`config.mk`:
```
export PLATFORM = sky130hd
export DESIGN_NAME = rv_fifo
export DESIGN_NICKNAME = d
export VERILOG_FILES = /design/src/rtl/rv_fifo.sv
export SDC_FILE = /design/constraint.sdc
export NUM_CORES = 1
export LEC_CHECK = 0
export CELL_PAD_IN_SITES_DETAIL_PLACEMENT = 1
export CELL_PAD_IN_SITES_GLOBAL_PLACEMENT = 1
export CORE_UTILIZATION = 38
export DETAILED_ROUTE_END_ITERATION = 16
export PLACE_DENSITY = 0.83
export SYNTH_ARGS = -nofsm -noshare
export SYNTH_HDL_FRONTEND = slang
export SYNTH_SLANG_ARGS = --single-unit
export TNS_END_PERCENT = 100
```
`constraint.sdc`:
```
create_clock -name clk -period 2.1 [get_ports clk]
set_input_delay 0.21 -clock clk [delete_from_list [all_inputs] [get_ports clk]]
set_output_delay 0.21 -clock clk [all_outputs]
set_load 0.005 [all_outputs]
```
`src/rtl/rv_fifo.sv`:
```
`default_nettype none
// ============================================================================
//  Module      : rv_fifo
//  Description : Synchronous valid-ready first-word-fall-through FIFO.
//                Buffers up to `depth` words between a register slice and a
//                slow or bursty consumer. All outputs are functions of
//                registered state and rst only, so no combinational path
//                runs from out_ready to in_ready or from in_valid to
//                out_valid.
//  Revision    : 1.0 - initial release
// ============================================================================
module rv_fifo #(
    parameter int wd    = 4,
    parameter int depth = 4
) (
    input  logic                       clk,
    input  logic                       rst,
    input  logic                       in_valid,
    output logic                       in_ready,
    input  logic [wd-1:0]              data_in,
    output logic                       out_valid,
    input  logic                       out_ready,
    output logic [wd-1:0]              data_out,
    output logic [$clog2(depth):0]     count
);

    localparam int c_aw = $clog2(depth);
    localparam int c_cw = c_aw + 1;
    localparam logic [c_cw-1:0] c_full  = c_cw'(depth);
    localparam logic [c_cw-1:0] c_empty = '0;

    logic [wd-1:0]   r_mem [depth];
    logic [c_aw-1:0] r_wp;
    logic [c_aw-1:0] r_rp;
    logic [c_cw-1:0] r_count;

    logic            w_in_ready;
    logic            w_out_valid;
    logic            w_push;
    logic            w_pop;

    // Handshake status derived purely from the occupancy register and rst;
    // a full FIFO refuses input even if a pop happens in the same cycle.
    always_comb begin
        w_in_ready  = !rst && (r_count != c_full);
        w_out_valid = !rst && (r_count != c_empty);
        w_push      = in_valid  && w_in_ready;
        w_pop       = out_valid && out_ready;
    end

    // Storage array: written on accepted pushes only, never cleared by reset.
    always_ff @(posedge clk) begin
        if (w_push) begin
            r_mem[r_wp] <= data_in;
        end
    end

    // Pointers wrap naturally at depth; occupancy tracks push/pop balance.
    always_ff @(posedge clk) begin
        if (rst) begin
            r_wp    <= '0;
            r_rp    <= '0;
            r_count <= '0;
        end else begin
            if (w_push) begin
                r_wp <= r_wp + 1'b1;
            end
            if (w_pop) begin
                r_rp <= r_rp + 1'b1;
            end
            case ({w_push, w_pop})
                2'b10:   r_count <= r_count + 1'b1;
                2'b01:   r_count <= r_count - 1'b1;
                default: r_count <= r_count;
            endcase
        end
    end

    // Output drive: head word is visible whenever valid, zero otherwise;
    // count reads as zero while reset is asserted.
    always_comb begin
        in_ready  = w_in_ready;
        out_valid = w_out_valid;
        data_out  = w_out_valid ? r_mem[r_rp] : '0;
        count     = rst ? '0 : r_count;
    end

endmodule
`default_nettype wire

```
==> results by group, run 1 <==
Outcome
  – Run status: finished with violations
  – Violated checks: setup timing

Route
  – Vias: 727
  – Via density: 4.98
  – Post-DR wirelength/cell: 15.2 um
  – Final WL: 2.22 mm
  – DRC viols: 0
  – DR pass1 iterations: 4
  – 1st-iter DRT viols: 9
  – Post-route ant nets: 0

Global route
  – Antenna violations before repair: 0
  – Pin count of the biggest net entering global routing: 14
  – Total GRT Usage: 0.157
  – Vias in the first global route: 778
  – First-pass GRT wire length: 3.62 mm
  – Grt total ovfl: 0

STA
  – Final hold slack: 508 ps
  – Worst-Margin Slew: 257 ps
  – Final Max Tran Viols: 0
  – RSZ-0062 raised after global routing: yes
  – Final number of setup-violating endpoints: 1
  – Fmax: 467 MHz
  – Fin Setup TNS: -39.2 ps
  – Clk_skew: 5.92 ps
  – Min Tclk post-route: 2140 ps
  – Final setup margin: -39.2 ps
  – Max-slew headroom: 0.827
  – Final period utilization: 1.02
  – Final hold viol count: 0

Layout
  – Commonest non-fill, non-tap cell in the layout: edfxtp_1
  – FILL cells: 300
  – Final #Nets: 130
  – Footprint of the multi-input gates: 453 sq um
  – Seq. cell area: 667 sq um
  – Share of cells above drive strength 1: 0.313
  – Commonest non-fill, non-tap cells in the layout: edfxtp_1, clkdlybuf4s50_1, buf_4
  – Antenna diode count: 0
  – Synth-to-layout area growth: 33.1%

Placement
  – RePlAce Congestion: 0.722
  – Post-Place Worst Slack: -229 ps
  – Input/output buffers: 16
  – Post-DP HPWL: 1.69 mm

Clocking
  – Total CTS buffers: 3
  – Clk root buf: clkbuf_4
  – Reg clk slew, reported paths: 130 ps
  – Post-CTS Hold Buffers: 0
  – CTS tree: built
  – Clk_lat worst skew: 310 ps
  – CTS H-tree depth: 1
  – Clock Tree Buf Depth: 2
  – Sink Count: 25

Floorplanning
  – IO Count: 17
  – Initial core utilization: 0.402
  – Die area: 3160 sq um
  – Core area: 2780 sq um
  – Die extent in y: 56.3 um
  – Die Width: 56.3 um
  – Core Rows: 19

Yosys
  – Synthesized area: 1120 sq um
  – Cells after synthesis: 82
  – Top FF cell, synth: edfxtp_1
  – Area leader, netlist: edfxtp_1
  – Synth area leaders: edfxtp_1, dfxtp_1, mux4_2, ha_1, and2_1
  – Synthesized Nets: 96
  – Register bit total from synthesis: 25
  – Yosys top cell area share: 0.430
  – Unique masters post-synth: 28
  – Synth async-reset ratio: 0
  – Post-synth EDFFs: 16
  – Sequential area share after synthesis: 0.591
  – Ys Warns: 0
  – Avg Inst Size Synth: 13.6 sq um

Power
  – PnR Total Power: 0.000990 W
  – Leak: 0.579 nW
  – Worst VDD drop: 0.404 mV
  – PD cells: 665 nW/um^2

Setup path
  – Crit path capture type: register
  – FF-to-FF setup slack: -40 ps
  – WP data required: 2370 ps
  – Cells along the critical path: or3b_4 -> and2_4 -> inv_4 -> ha_4 -> inv_2 -> fa_2 -> xor2_1 -> or4_1 -> nand2_1
  – Reg2Reg Depth: 9
  – CP top delay family: simple AND/OR/NAND/NOR gates
  – R2r startpoint: r_count[1]
  – Reg-to-reg endpoint: r_count[2]
  – Critical path depth in cells: 9
  – CP peak stage delay: 400 ps
  – CP arrival: 2410 ps
  – Startpoint types: register
  – CP max FO: 2
  – CP max stage cell: or3b_4
  – CP Class: register to register
  – CP Buf/Inv Count: 2

Hold path
  – Endpoint of the worst hold path: r_rp[0]
  – Min-Delay Path Class: register to register
  – Hold Path Depth: 1
  – Hold Startpoint: r_rp[0]

Run
  – Max Cap Viol: 0
worst max-delay path by stage:
stage | from | to | slack [ps]
after detailed placement | rst | r_count[2] | -230
after global placement | rst | r_count[2] | -130
after global routing | r_count[1] | r_count[2] | -110
final | r_count[1] | r_count[2] | -40
after floorplan | r_count[0] | r_count[2] | -90
after CTS | r_count[1] | r_count[2] | -30
cell families after synthesis:
family          synth area share
simple gates               0.135
flops                      0.591
buf+inv                   0.0369
compound gates            0.0492
mux                       0.0984
fa+ha+maj                 0.0738
xor+xnor                  0.0157
state kept, by name (all words and copies together) (netlist names), named ones only:
register	cells
r_mem	16
r_count	3
r_wp	2
r_rp	2
through the flow:
stage | instances | area, sq um | utilization
2_1_floorplan | 82 | 1120 | -
3_3_place_gp | 140 | 1410 | 0.506
3_5_place_dp | 140 | 1410 | 0.506
4_1_cts | 146 | 1480 | 0.534
5_1_grt | 146 | 1490 | 0.535
6_report | 146 | 1490 | 0.535
cell usage after synthesis (2+ instances only):
cell type  number
xor2_1          2
nor2b_1         2
nor2_1          6
and3_1          4
mux2i_1         2
o21ai_0         2
inv_1           7
edfxtp_1       16
mux4_2          4
and2_1          5
ha_1            5
dfxtp_1         9
nand2_1         3
repair_timing:
action / CTS / global route
pin swaps: 2 / 0
buffers inserted: 2 / 0
endpoints found under the setup margin: 6 / 5
resized for setup: 11 / 2
gates cloned: 0 / 0
per-layer routing:
metal  vias to the layer above  GRT usage  share of wire
met4                         0     0.0523         0.0050
li1                        358          -              -
met1                       349      0.177           0.41
met5                         -          0              0
met2                        18      0.298           0.55
met3                         2     0.0276          0.030
report_power, final:
part / leakage (nW) / internal (W) / switching (W)
clock network: 0.0150 / 0.0000741 / 0.000135
logic: 0.344 / 0.000119 / 0.0000908
registers: 0.220 / 0.000551 / 0.0000192
worst reg2reg max path: cells and delay by family (launching register included):
family	cells	cell delay [ps]
simple gates	4	1030
xor+xnor	1	150
flops	1	350
buf+inv	2	90
fa+ha+maj	2	480
cell type report:
type | instances | area share
repair buffers | 31 | 0.185
clock buffers | 4 | 0.0176
flip-flops and latches | 25 | 0.448
inverters | 7 | 0.0193
multi-input cells | 48 | 0.304
well taps | 31 | 0.0261
Power figures use the tool's default switching activity.
==> run 2: changes to the inputs <==
--- a/config.mk
+++ b/config.mk
@@ -7,9 +7,10 @@
 export LEC_CHECK = 0
 export CELL_PAD_IN_SITES_DETAIL_PLACEMENT = 1
 export CELL_PAD_IN_SITES_GLOBAL_PLACEMENT = 1
-export CORE_UTILIZATION = 38
+export CORE_UTILIZATION = 45
 export DETAILED_ROUTE_END_ITERATION = 16
-export PLACE_DENSITY = 0.83
+export PLACE_DENSITY = 0.91
+export RECOVER_POWER = 50
 export SYNTH_ARGS = -nofsm -noshare
 export SYNTH_HDL_FRONTEND = slang
 export SYNTH_SLANG_ARGS = --single-unit
==> constraint.sdc (replaced) <==
create_clock -name clk -period 2.71 [get_ports clk]
set_input_delay 0.271 -clock clk [delete_from_list [all_inputs] [get_ports clk]]
set_output_delay 0.271 -clock clk [all_outputs]
set_load 0.005 [all_outputs]
==> run 2 against run 1 <==
Effect of this change:
- the flow now finishes without violations
- global-route usage grew 3.8 points
- combinational power decreased by 40%
- first-iteration DRC count is 33% lower
- non-clock buffer count is 11 lower
- die area shrank 15%
- final cell count decreased by 9.6%
- clock power is 25% lower
- register-to-register slack gained 420 ps
- critical path depth did not move
==> results by group, run 2 (same netlist as run 1, synthesis figures left out) <==
STA
  – Final hold slack: 501 ps (-6.78 ps)
  – Min Tclk post-route: 2330 ps (+187 ps)
  – Worst-Margin Slew: 413 ps (+156 ps)
  – RSZ-0062 raised after global routing: no
  – Final hold viol count: 0 (unchanged)
  – Max-slew headroom: 0.722 (-0.104)
  – Clk_skew: 5.33 ps (-0.585 ps)
  – Final period utilization: 0.858 (-0.160)
  – Fin Setup TNS: 0 ps (+39.2 ps)
  – Final Max Tran Viols: 0 (unchanged)
  – Fmax: 430 MHz (-8.0%)
  – Final number of setup-violating endpoints: 0 (-1)

Layout
  – Commonest non-fill, non-tap cell in the layout: edfxtp_1
  – Antenna diode count: 0 (unchanged)
  – Final #Nets: 119 (-8.5%)
  – Biggest regs: r_mem x16, r_count x3
  – Share of cells above drive strength 1: 0.106 (-0.207)
  – Commonest non-fill, non-tap cells in the layout: edfxtp_1, clkdlybuf4s50_1, dfxtp_1
  – Top reg by flops: r_mem
  – Largest register FFs: 16 (unchanged)
  – Synth-to-layout area growth: 20.0%

Power
  – Leak: 0.487 nW (-16%)
  – Seq pwr share: 0.612 (+0.036)
  – Net switching power: 0.000174 W (-29%)
  – Clock group share of total power: 0.216 (+0.005)
  – Worst VDD drop: 0.387 mV (-4.1%)
  – Pint: 0.000550 W (-26%)
  – Sw Ratio: 0.240 (-0.00745)
  – Comb pwr share: 0.172 (-0.040)
  – PD cells: 540 nW/um^2 (-19%)

Placement
  – RePlAce Congestion: 0.727 (+0.71%)
  – Post-DP HPWL: 1.80 mm (+6.9%)
  – Input/output buffers: 16 (unchanged)

Floorplanning
  – Core area: 2280 sq um (-18%)
  – IO Count: 17 (unchanged)
  – Initial core utilization: 0.491 (+0.0893)
  – Die extent in y: 51.9 um (-7.8%)
  – Core Rows: 17 (-2)
  – Die Width: 51.9 um (-7.8%)
  – Die area: 2690 sq um (-15%)

Clocking
  – Clk_lat worst skew: 300 ps (about the same)
  – CTS H-tree depth: 1 (unchanged)
  – Sink Count: 25 (unchanged)
  – Reg clk slew, reported paths: 130 ps (about the same)
  – Post-CTS Hold Buffers: 0 (unchanged)
  – Total CTS buffers: 3 (unchanged)
  – Clk root buf: clkbuf_4
  – Setup Fix Bufs, Post-CTS: 0 (-2)
  – Cts repair resizes: 0 (-11)
  – CTS tree: built
  – Clock Tree Buf Depth: 2 (unchanged)

Route
  – Met3 wire length: 48 um (-28%)
  – Final WL: 2.20 mm (-1.1%)
  – DRC viols: 0 (unchanged)
  – DR pass1 iterations: 3 (-1)
  – Highest metal used: met4
  – Post-route ant nets: 0 (unchanged)
  – DR WL met2: 1.20 mm (-1.5%)
  – Post-DR wirelength/cell: 16.6 um (+9.4%)
  – Vias: 701 (-3.6%)
  – Via density: 5.31 (+6.7%)
  – 1st-iter DRT viols: 6 (-3)
  – Routed length on met1: 924 um (+0.65%)

Setup path
  – CP Class: register to register
  – CP arrival: 2580 ps (+170 ps)
  – FF-to-FF setup slack: 380 ps (+420 ps)
  – CP max FO: 4 (+2)
  – Startpoint types: register
  – R2r startpoint: r_count[2]
  – WP data required: 2970 ps (+600 ps)
  – Reg2Reg Depth: 9 (unchanged)
  – Crit path capture type: register
  – Reg-to-reg endpoint: r_count[2]

Global route
  – Vias in the first global route: 735 (-5.5%)
  – First-pass GRT wire length: 3.56 mm (-1.7%)
  – Grt total ovfl: 0 (unchanged)
  – Total GRT Usage: 0.196 (+0.0383)
  – Pin count of the biggest net entering global routing: 14 (unchanged)
  – Antenna violations before repair: 0 (unchanged)

Hold path
  – Hold Startpoint: r_rp[0]
  – Min-Delay Path Class: register to register
  – Endpoint of the worst hold path: r_rp[0]
  – Hold Path Depth: 1 (unchanged)

Run
  – Max Cap Viol: 0 (unchanged)

Outcome
  – Run status: finished, final reports clean
-- run 2: cell types whose count changed in the layout (fill, tap and decap cells not counted), moves of 2 or more --
cell and delta:
clkdlybuf4s50_1 -3, dfxtp_2 -2, dlygate4sd3_1 +4, clkbuf_1 +2, inv_1 +2, buf_4 -13
dfxtp_1 +3
-- run 2: worst max-delay path by stage --
stage	startpoint	to	slack, ps	depth (start not counted)
after floorplan	r_count[1]	r_count[2]	470	10
after global placement	rst	r_count[2]	320	10
after detailed placement	rst	r_count[2]	220	10
after CTS	r_count[2]	r_count[2]	390	9
after global routing	r_count[2]	r_count[2]	250	9
final	r_count[2]	r_count[2]	380	9
-- run 2: final cells by class --
cell class | instances | area [sq um]
Clock buffer | 4 | 26.3
Fill cell | 229 | 933
Inverter | 7 | 26.3
Multi-Input combinational cell | 48 | 412
Sequential cell | 25 | 661
Tap cell | 28 | 35.0
Timing Repair Buffer | 20 | 183
-- run 2: per-stage QoR --
step,worst slack (ps),area (sq um),cells,utilization,total power (W)
6_report,384,1340,132,0.590,0.000724
5_1_grt,251,1340,132,0.590,0.000761
4_1_cts,387,1360,132,0.595,0.000737
3_5_place_dp,225,1330,128,0.584,0.000582
3_3_place_gp,320,1330,128,0.584,0.000573
2_1_floorplan,475,1120,82,-,0.000520
-- run 2: power by group through the flow --
stage | logic [W] | registers (W) | clock network [W]
final | 0.000125 | 0.000443 | 0.000156
after detailed placement | 0.000129 | 0.000453 | 0
after floorplan | 0.0000735 | 0.000447 | 0
after global routing | 0.000140 | 0.000447 | 0.000175
after CTS | 0.000131 | 0.000444 | 0.000162
after global placement | 0.000123 | 0.000451 | 0
-- run 2: layer usage --
layer,global-route usage,vias up
met2,0.370,10
li1,-,339
met5,0,-
met1,0.227,350
met4,0.0541,0
met3,0.0263,2
-- run 2: critical path, cell delays in order, from the launching register on --
cell	delay (ps)
dfxtp_1	400
or3b_1	400
and2_4	170
inv_1	60
ha_1	170
inv_1	70
fa_1	380
xor2_1	160
or4_1	390
nand2_1	70
==> run 3: changes to the inputs <==
--- a/config.mk
+++ b/config.mk
@@ -11,6 +11,7 @@
 export DETAILED_ROUTE_END_ITERATION = 16
 export PLACE_DENSITY = 0.91
 export RECOVER_POWER = 50
+export SLEW_MARGIN = 0
 export SYNTH_ARGS = -nofsm -noshare
 export SYNTH_HDL_FRONTEND = slang
 export SYNTH_SLANG_ARGS = --single-unit
==> results of run 3 <==
No change in the layout: final DEF, timing and power equal those of run 2.
